<file path="config.mk">
export PLATFORM = sky130hd
export DESIGN_NAME = ascon_perm_ctrl_flat
export DESIGN_NICKNAME = d
export VERILOG_FILES = /design/src/rtl/ascon_perm_ctrl_if.sv /design/src/rtl/ascon_perm_ctrl.sv /design/src/flat_wrapper.sv
export SDC_FILE = /design/constraint.sdc
export NUM_CORES = 1
export LEC_CHECK = 0
export BUFFER_PORTS_ARGS = -buffer_cell sky130_fd_sc_hd__buf_4
export CAP_MARGIN = 15
export CORE_AREA = 2 2 279 281
export CTS_CLUSTER_DIAMETER = 40
export CTS_CLUSTER_SIZE = 28
export DETAILED_ROUTE_END_ITERATION = 8
export DIE_AREA = 0 0 281 283
export RECOVER_POWER = 100
export SLEW_MARGIN = 20
export SYNTH_ARGS = -nofsm -noshare
export SYNTH_HDL_FRONTEND = slang
export SYNTH_SLANG_ARGS = --single-unit
</file>
<file path="constraint.sdc">
create_clock -name clk -period 3.4 [get_ports clk]
set_input_delay 0.17 -clock clk [delete_from_list [all_inputs] [get_ports clk]]
set_output_delay 0.17 -clock clk [all_outputs]
set_load 0.01 [all_outputs]
</file>
<file path="src/rtl/ascon_perm_ctrl_if.sv">
// Register bus and permutation-core signals of the Ascon sequencer.
// slave = the sequencer; master = host bus plus external core.
interface ascon_perm_ctrl_if;
    logic [3:0]   reg_addr;
    logic [3:0]   reg_we;
    logic [31:0]  reg_di;
    logic         reg_re;
    logic [31:0]  reg_do;
    logic         reg_wait;
    logic         perm_start;
    logic [4:0]   perm_rounds;
    logic [319:0] perm_s_in;
    logic [319:0] perm_s_out;
    logic         perm_ready;

    modport slave (
        input  reg_addr, reg_we, reg_di, reg_re, perm_s_out, perm_ready,
        output reg_do, reg_wait, perm_start, perm_rounds, perm_s_in
    );

    modport master (
        output reg_addr, reg_we, reg_di, reg_re, perm_s_out, perm_ready,
        input  reg_do, reg_wait, perm_start, perm_rounds, perm_s_in
    );
endinterface

</file>
<file path="src/rtl/ascon_perm_ctrl.sv">
// Bus-mapped sequencer for an external 320-bit Ascon permutation core:
// state buffer, round count, start/wait/capture FSM with timeout.
module ascon_perm_ctrl #(
    parameter int unsigned MAX_ROUNDS   = 12,
    parameter int unsigned RESET_ROUNDS = 12,
    parameter int unsigned TIMEOUT      = 255
) (
    input  logic                  clk,
    input  logic                  resetn,
    ascon_perm_ctrl_if.slave      bus
);
    localparam logic [1:0] S_IDLE    = 2'd0;
    localparam logic [1:0] S_START   = 2'd1;
    localparam logic [1:0] S_WAIT    = 2'd2;
    localparam logic [1:0] S_CAPTURE = 2'd3;

    logic [1:0]   r_state;
    logic [319:0] r_buf;
    logic [4:0]   r_rounds;
    logic [7:0]   r_cycles;
    logic         r_busy, r_done, r_err;

    logic         w_wr, w_state_wr, w_ctrl_wr, w_start_req, w_clr_err;
    logic [4:0]   w_rounds_eff;
    logic         w_rounds_ok, w_idle, w_timeout, w_err_set;
    logic [31:0]  w_rd_data;

    assign w_wr         = |bus.reg_we;
    assign w_state_wr   = w_wr && (bus.reg_addr < 4'd10);
    assign w_ctrl_wr    = w_wr && (bus.reg_addr == 4'd10);
    assign w_start_req  = w_ctrl_wr && bus.reg_we[1] && bus.reg_di[8];
    assign w_clr_err    = w_ctrl_wr && bus.reg_we[1] && bus.reg_di[9];
    // A start in the same write as a rounds update uses the new count
    assign w_rounds_eff = bus.reg_we[0] ? bus.reg_di[4:0] : r_rounds;
    assign w_rounds_ok  = (w_rounds_eff != 5'd0) && (w_rounds_eff <= 5'(MAX_ROUNDS));
    assign w_idle       = (r_state == S_IDLE);
    assign w_timeout    = (r_state == S_WAIT) && !bus.perm_ready && (r_cycles == 8'(TIMEOUT));
    assign w_err_set    = (w_idle ? (w_start_req && !w_rounds_ok)
                                  : (w_state_wr || w_start_req)) || w_timeout;

    always_ff @(posedge clk or negedge resetn) begin
        if (!resetn) begin
            r_state  <= S_IDLE;
            r_buf    <= '0;
            r_rounds <= 5'(RESET_ROUNDS);
            r_cycles <= '0;
            r_busy   <= 1'b0;
            r_done   <= 1'b0;
            r_err    <= 1'b0;
        end else begin
            if (w_err_set)      r_err <= 1'b1;
            else if (w_clr_err) r_err <= 1'b0;

            case (r_state)
                S_IDLE: begin
                    for (int w = 0; w < 10; w++)
                        for (int b = 0; b < 4; b++)
                            if (w_state_wr && bus.reg_addr == 4'(w) && bus.reg_we[b])
                                r_buf[32*w+8*b +: 8] <= bus.reg_di[8*b +: 8];
                    if (w_ctrl_wr && bus.reg_we[0])
                        r_rounds <= bus.reg_di[4:0];
                    if (w_start_req && w_rounds_ok) begin
                        r_busy   <= 1'b1;
                        r_done   <= 1'b0;
                        r_cycles <= '0;
                        r_state  <= S_START;
                    end
                end
                S_START: r_state <= S_WAIT;
                S_WAIT: begin
                    if (r_cycles != 8'hFF) r_cycles <= r_cycles + 8'd1;
                    if (bus.perm_ready) begin
                        r_state <= S_CAPTURE;
                    end else if (w_timeout) begin
                        r_busy  <= 1'b0;
                        r_done  <= 1'b0;
                        r_state <= S_IDLE;
                    end
                end
                default: begin
                    r_buf   <= bus.perm_s_out;
                    r_busy  <= 1'b0;
                    r_done  <= 1'b1;
                    r_state <= S_IDLE;
                end
            endcase
        end
    end

    // Reads see pre-edge register values, so a same-cycle write returns old data
    always_comb begin
        w_rd_data = '0;
        for (int w = 0; w < 10; w++)
            if (bus.reg_addr == 4'(w)) w_rd_data = r_buf[32*w +: 32];
        if (bus.reg_addr == 4'd10)
            w_rd_data = {16'b0, r_busy, r_done, r_err, 8'b0, r_rounds};
        else if (bus.reg_addr == 4'd11)
            w_rd_data = {24'b0, r_cycles};
    end

    assign bus.reg_wait    = bus.reg_re && r_busy &&
                             ((bus.reg_addr < 4'd10) || (bus.reg_addr == 4'd11));
    assign bus.reg_do      = (bus.reg_re && !bus.reg_wait) ? w_rd_data : 32'h0;
    assign bus.perm_start  = (r_state == S_START);
    assign bus.perm_rounds = r_rounds;
    assign bus.perm_s_in   = r_buf;
endmodule

</file>
<file path="src/flat_wrapper.sv">
// flat-port wrapper written by rule: the top's interface ports become plain ports
module ascon_perm_ctrl_flat 
#(
    parameter int unsigned MAX_ROUNDS   = 12,
    parameter int unsigned RESET_ROUNDS = 12,
    parameter int unsigned TIMEOUT      = 255
)
  (clk, resetn, bus_reg_addr, bus_reg_we, bus_reg_di, bus_reg_re, bus_perm_s_out, bus_perm_ready, bus_reg_do, bus_reg_wait, bus_perm_start, bus_perm_rounds, bus_perm_s_in);
  ascon_perm_ctrl_if bus_i ();
  input  logic clk;
  input  logic resetn;
  input wire logic [$bits(bus_i.reg_addr)-1:0] bus_reg_addr;
  input wire logic [$bits(bus_i.reg_we)-1:0] bus_reg_we;
  input wire logic [$bits(bus_i.reg_di)-1:0] bus_reg_di;
  input wire logic [$bits(bus_i.reg_re)-1:0] bus_reg_re;
  input wire logic [$bits(bus_i.perm_s_out)-1:0] bus_perm_s_out;
  input wire logic [$bits(bus_i.perm_ready)-1:0] bus_perm_ready;
  output wire logic [$bits(bus_i.reg_do)-1:0] bus_reg_do;
  output wire logic [$bits(bus_i.reg_wait)-1:0] bus_reg_wait;
  output wire logic [$bits(bus_i.perm_start)-1:0] bus_perm_start;
  output wire logic [$bits(bus_i.perm_rounds)-1:0] bus_perm_rounds;
  output wire logic [$bits(bus_i.perm_s_in)-1:0] bus_perm_s_in;
  assign bus_i.reg_addr = bus_reg_addr;
  assign bus_i.reg_we = bus_reg_we;
  assign bus_i.reg_di = bus_reg_di;
  assign bus_i.reg_re = bus_reg_re;
  assign bus_i.perm_s_out = bus_perm_s_out;
  assign bus_i.perm_ready = bus_perm_ready;
  assign bus_reg_do = bus_i.reg_do;
  assign bus_reg_wait = bus_i.reg_wait;
  assign bus_perm_start = bus_i.perm_start;
  assign bus_perm_rounds = bus_i.perm_rounds;
  assign bus_perm_s_in = bus_i.perm_s_in;
  ascon_perm_ctrl #(.MAX_ROUNDS(MAX_ROUNDS), .RESET_ROUNDS(RESET_ROUNDS), .TIMEOUT(TIMEOUT)) u_core (.clk(clk), .resetn(resetn), .bus(bus_i));
endmodule
</file>
# --- Word-level counts from Yosys, hierarchy flattened ---
# Index checks and enable logic that the tools add are counted.
totals:
  register_bits: 338
  elab_cells: 303
  out_inout_bits: 359
  in_bits: 364
op_classes:
  bitwise_logic: 2
  n_mux: 71
  magnitude_cmp: 2
  n_eq_ne: 60
  reduce_logical: 121
  addsub: 1
op_table:
  columns: ["cell", "n"]
  rows:
  - ["$pmux W320 S2", 1]
  - ["$mux W32", 13]
  - ["$mux W8", 42]
  - ["$ne A2 B2 Y1 const B", 43]
  - ["$reduce_and A2 Y1", 42]
  - ["$logic_and A1 B1 Y1", 64]
  - ["$eq A4 B3 Y1 const B", 4]
  - ["$eq A4 B4 Y1 const B", 4]
  - ["$pmux W8 S2", 1]
  - ["$add A8 B1 Y8 const B", 1]
  - ["$eq A4 B2 Y1 const B", 2]
  - ["$eq A8 B8 Y1 const B", 1]
  - ["$ne A8 B8 Y1 const B", 1]
  - ["$mux W1", 7]
  - ["$mux W2", 3]
  - ["$pmux W1 S3", 2]
  - ["$pmux W2 S3", 1]
  - ["$le A5 B4 Y1 const B", 1]
  - ["$mux W5", 1]
  - ["$reduce_bool A5 Y1", 1]
  - ["$eq A4 B1 Y1 const B", 1]
  - ["$logic_not A4 Y1", 1]
  - ["$lt A4 B4 Y1 const B", 1]
  - ["$reduce_and A4 Y1", 1]
  - ["other kinds (12)", 18]

# --- Logic depth before layout (Yosys ltp) ---
depth:
  word_depth: 14
  mapped_depth: 9

# --- Worst setup path after synthesis ---
# Ideal clock, no wire load.
synth_path:
  kind: "flip-flop to flip-flop"
  startpoint: "reg u_core.r_state[1]"
  endpoint: "reg u_core.r_rounds[0], in the netlist u_core.bus.perm_rounds[0]"
  synth_period_minus_slack_ns: 2.141
  arrival_time_ns: 2.016
  path_stages_with_launch: 8
  path_slack_ns: 1.259
  required_ns: 3.275
  cell_sequence: "dfrtp_1 > inv_1 > ha_1 > clkbuf_1 > clkbuf_1 > and3_1 > clkbuf_1 > mux2_2"
synth_between:
  elab_chain_len: 2
synth_lines:
  columns: ["item", "line", "source"]
  rows:
  - ["start, declared", "ascon_perm_ctrl.sv:17", "logic [1:0] r_state;"]
  - ["start signal, assigned", "ascon_perm_ctrl.sv:43", "r_state <= S_IDLE;"]
  - ["start signal, assigned", "ascon_perm_ctrl.sv:66", "r_state <= S_START;"]
  - ["start signal, assigned", "ascon_perm_ctrl.sv:69", "S_START: r_state <= S_WAIT;"]
  - ["$logic_not A2 Y1", null, null]
  - ["via u_core.w_idle", "ascon_perm_ctrl.sv:25", "logic w_rounds_ok, w_idle, w_timeout, w_err_set;"]
  - ["$reduce_and A2 Y1 (no line)", null, null]
  - ["end signal, assigned", "ascon_perm_ctrl.sv:45", "r_rounds <= 5'(RESET_ROUNDS);"]
  - ["end signal, assigned", "ascon_perm_ctrl.sv:61", "r_rounds <= bus.reg_di[4:0];"]
  - ["end, declared", "ascon_perm_ctrl.sv:19", "logic [4:0] r_rounds;"]
# The timed path passes the listed nets, and every way through them passes these cells.
# A chain may end at the register's enable or synchronous reset.

# --- Final worst setup path ---
layout_path:
  startpoint: "reg u_core.r_state[1]"
  endpoint: "reg u_core.r_buf[144], in the netlist u_core.bus.perm_s_in[144]"
layout_lines:
  columns: ["item", "line", "source"]
  rows:
  - ["$logic_not A2 Y1 (*)", null, null]
  - ["via u_core.w_idle", "ascon_perm_ctrl.sv:25", null]
  - ["$ne A2 B2 Y1 (no line)", null, null]
  - ["$reduce_and A2 Y1 (no line)", null, null]
  - ["end signal, assigned by index", "ascon_perm_ctrl.sv:59", "r_buf[32*w+8*b +: 8] <= bus.reg_di[8*b +: 8];"]
  - ["end signal, assigned", "ascon_perm_ctrl.sv:81", "r_buf <= bus.perm_s_out;"]
  - ["end, declared", "ascon_perm_ctrl.sv:18", "logic [319:0] r_buf;"]
# Mark *: on every way through the listed nets, which the timed path passes. The rest lies on a longest branch.

==> results_dict.tcl <==
set metrics [dict create \
    place.gp.congestion 0.893 \
    ff2ff_setup_slack_ns 0.27 \
    timing.final.ws_setup_ns 0.270 \
    critPathMaxFanout 45 \
    synth_commonest_cells "385 x nand2_1, 367 x nor2_1, 336 x dfrtp_1, 322 x a31oi_1, 67 x clkbuf_1" \
    end_kind "register" \
    yosys.area.top_type_share 0.469 \
    dr_total_vias 21800 \
    critPathMaxStageDelay_ns 1.32 \
    antenna_found_initial 9 \
    ctsHoldBuffers 327 \
    cts_resized 0 \
    path_clk_slew_ns 0.05 \
    rr_endpoint "u_core.bus.perm_s_in[144]$_DFFE_PN0P_" \
    io_buffers 722 \
    syn_to_final_growth_pct 61.5 \
    dr.pass1.iters 9 \
    grt_usage 0.265 \
    setup.worst_path.end "u_core.bus.perm_s_in[144]$_DFFE_PN0P_" \
    fp.dieH_um 283 \
    synth_area_mm2 0.0179 \
    yosys.area.top_type "dfrtp_1" \
    routed_wl_mm 109 \
    synthTopCellsByArea "dfrtp_1 47%, a31oi_1 11%, nand2_1 8.1%" \
    worstPathCellList "inv_1, ha_4, buf_12, a21oi_1, a31oi_1" \
    routedWlPerCell_um 25.9 \
    reg2reg_from "u_core.r_state[1]$_DFFE_PN0P_" \
    async_flop_share 1.00 \
    maxCapViolations 6 \
    worstSetupPathType "reg -> reg" \
    drtAntennaViolNets 0 \
    grt_pass1_vias 21500 \
    crit_arrival_ns 3.53 \
    grt_remaining_overflow 0 \
    synth_seq_cells 338 \
    cts.sinks 338 \
    slew_headroom -0.881 \
    io_pins 723 \
    nets 3470 \
    start_kind "register" \
    finalClockSkew_ns 0.0292 \
    final_hold_viol_count 0 \
    holdWs_ns 0.0795 \
    drc 0 \
    synthFlopType "dfrtp_1" \
    drtIter0Drc 2142 \
    grt_max_degree 133 \
    setup_viol 0 \
    cts_max_level 3 \
    power_density_mw_per_mm2 1060 \
    synthCells 2057 \
    seq_area_frac_synth 0.472 \
    nFillCells 7993 \
    finalCritPeriodShare 0.921 \
    coreArea_mm2 0.0767 \
    setup-tns-final_ns 0 \
    cts_buffers 68 \
    dieArea_mm2 0.0795 \
    violations "capacitance limit, slew limit" \
    rows 102 \
    status "finished, violations left" \
    clockBufferDepth 3 \
    yosysMostFrequentCell "nand2_1" \
    yosysWarnings 0 \
    synth_cell_types 71 \
    irDropWorstVdd_mv 0.454 \
    p_leak_nw 12.2 \
    synth_nets 2426 \
    drive_gt1_frac 0.210 \
    drv_slew 156 \
    synth_edf_count 0 \
    grt_pass1_wl_mm 154 \
    synth.avg_cell_area_um2 8.72 \
    pre_cts_ws_ns 0.376 \
    cp_data_required_time_ns 3.80 \
    critPathSlowestCell "a21oi_1" \
    clkLatencyLatePin_ns 0.60 \
    rsz0062_at_grt "false" \
    max_freq_mhz 319 \
    worstSetupStartpoint "u_core.r_state[1]$_DFFE_PN0P_" \
    cts_tree "yes" \
    power_mw 30.7 \
    hp-class "in -> reg" \
    post-cts-setup-buffers 0 \
    die_x_um 281 \
    cts-root-buf "clkbuf_16" \
    period_needed_ns 3.13 \
    worst_pin_slew_ns 2.82 \
    avgViaCountPerCell 5.18 \
    rr_worst_depth 5 \
    start_util 0.234 \
    dp_hpwl_mm 79.8 \
]
-- state kept, by name, indices dropped and copies added, names as in the netlist --
register,cells
u_core.bus.perm_rounds,5
u_core.bus.perm_s_in,320
u_core.r_busy,1
u_core.r_cycles,8
u_core.r_done,1
u_core.r_err,1
u_core.r_state,2
-- cells by family after synthesis --
family / count (synthesis) / share of synthesized area
mux: 62 / 0.0520
flops: 338 / 0.472
simple gates: 884 / 0.204
buf+inv: 173 / 0.0477
fa+ha+maj: 5 / 0.00349
compound gates: 595 / 0.221
-- layer usage --
layer,wire [µm],global-route usage,vias up
met5,37,0,-
met4,3950,0.0917,6
met3,8900,0.0554,234
met2,51600,0.436,1243
met1,44300,0.343,10700
li1,-,-,9615
-- final cells by class --
type	count	area (µm²)	area share
Timing Repair Buffer	1132	8060	0.278
Clock buffer	89	1930	0.0667
Tap cell	1040	1300	0.0449
Multi-Input combinational cell	1546	8630	0.298
Antenna cell	4	10.0	0.000345
Inverter	15	63.8	0.00220
Sequential cell	338	8460	0.292
Clock inverter	36	519	0.0179
-- per-stage QoR --
step	instances	cell area, µm²	util
finish	4200	29000	0.378
global placement	3744	24600	0.321
global route	4199	29000	0.378
detailed placement	3744	24600	0.321
CTS	4196	30400	0.396
floorplan	2057	17900	-
-- worst min-delay path by stage --
stage | startpoint | end | slack [ns] | cells after the start
finish | bus_reg_di[9] | u_core.r_err$_DFFE_PN0P_ | 0.08 | 4
global route | bus_reg_di[9] | u_core.r_err$_DFFE_PN0P_ | 0.08 | 4
global placement | resetn | u_core.bus.perm_s_in[161]$_DFFE_PN0P_ | 0.28 | 1
detailed placement | resetn | u_core.bus.perm_s_in[161]$_DFFE_PN0P_ | 0.29 | 1
CTS | bus_reg_di[9] | u_core.r_err$_DFFE_PN0P_ | 0.05 | 4
floorplan | resetn | u_core.bus.perm_rounds[0]$_DFFE_PN0P_ | -0.13 | 0
-- power breakdown --
group | internal, mW | switching [mW]
sequential | 6.28 | 2.61
combinational | 4.86 | 9.70
clock | 4.80 | 2.47
total | 15.9 | 14.8
-- cell usage in the layout, fill, tap and decap left out, types with 6 or more instances in the layout --
cell	count
a2111oi_0	6
clkbuf_1	354
mux4_2	23
clkbuf_8	13
a21oi_1	73
mux2_2	19
a21o_1	8
o211ai_1	7
clkbuf_16	69
nor2_1	364
o22ai_1	19
inv_6	10
o21ai_0	28
bufinv_16	10
dlygate4sd3_1	327
dfrtp_1	336
nand2_1	385
nand2b_1	11
a31oi_1	322
buf_4	442
a22o_1	7
inv_1	11
nand4_1	24
clkbuf_2	10
nand4b_1	6
a211oi_1	6
nor3_1	20
o221ai_1	14
mux2i_1	19
a221oi_1	7
nand3_1	29
a22oi_1	27
a21oi_2	25
nor2b_1	8
o2bb2ai_1	9
-- critical path: cells and delay by family, from the launching register on --
family	cells	cell delay (ns)
fa+ha+maj	1	0.42
compound gates	2	1.57
buf+inv	2	0.45
flops	1	0.43
(Power assumes the default switching activity.)
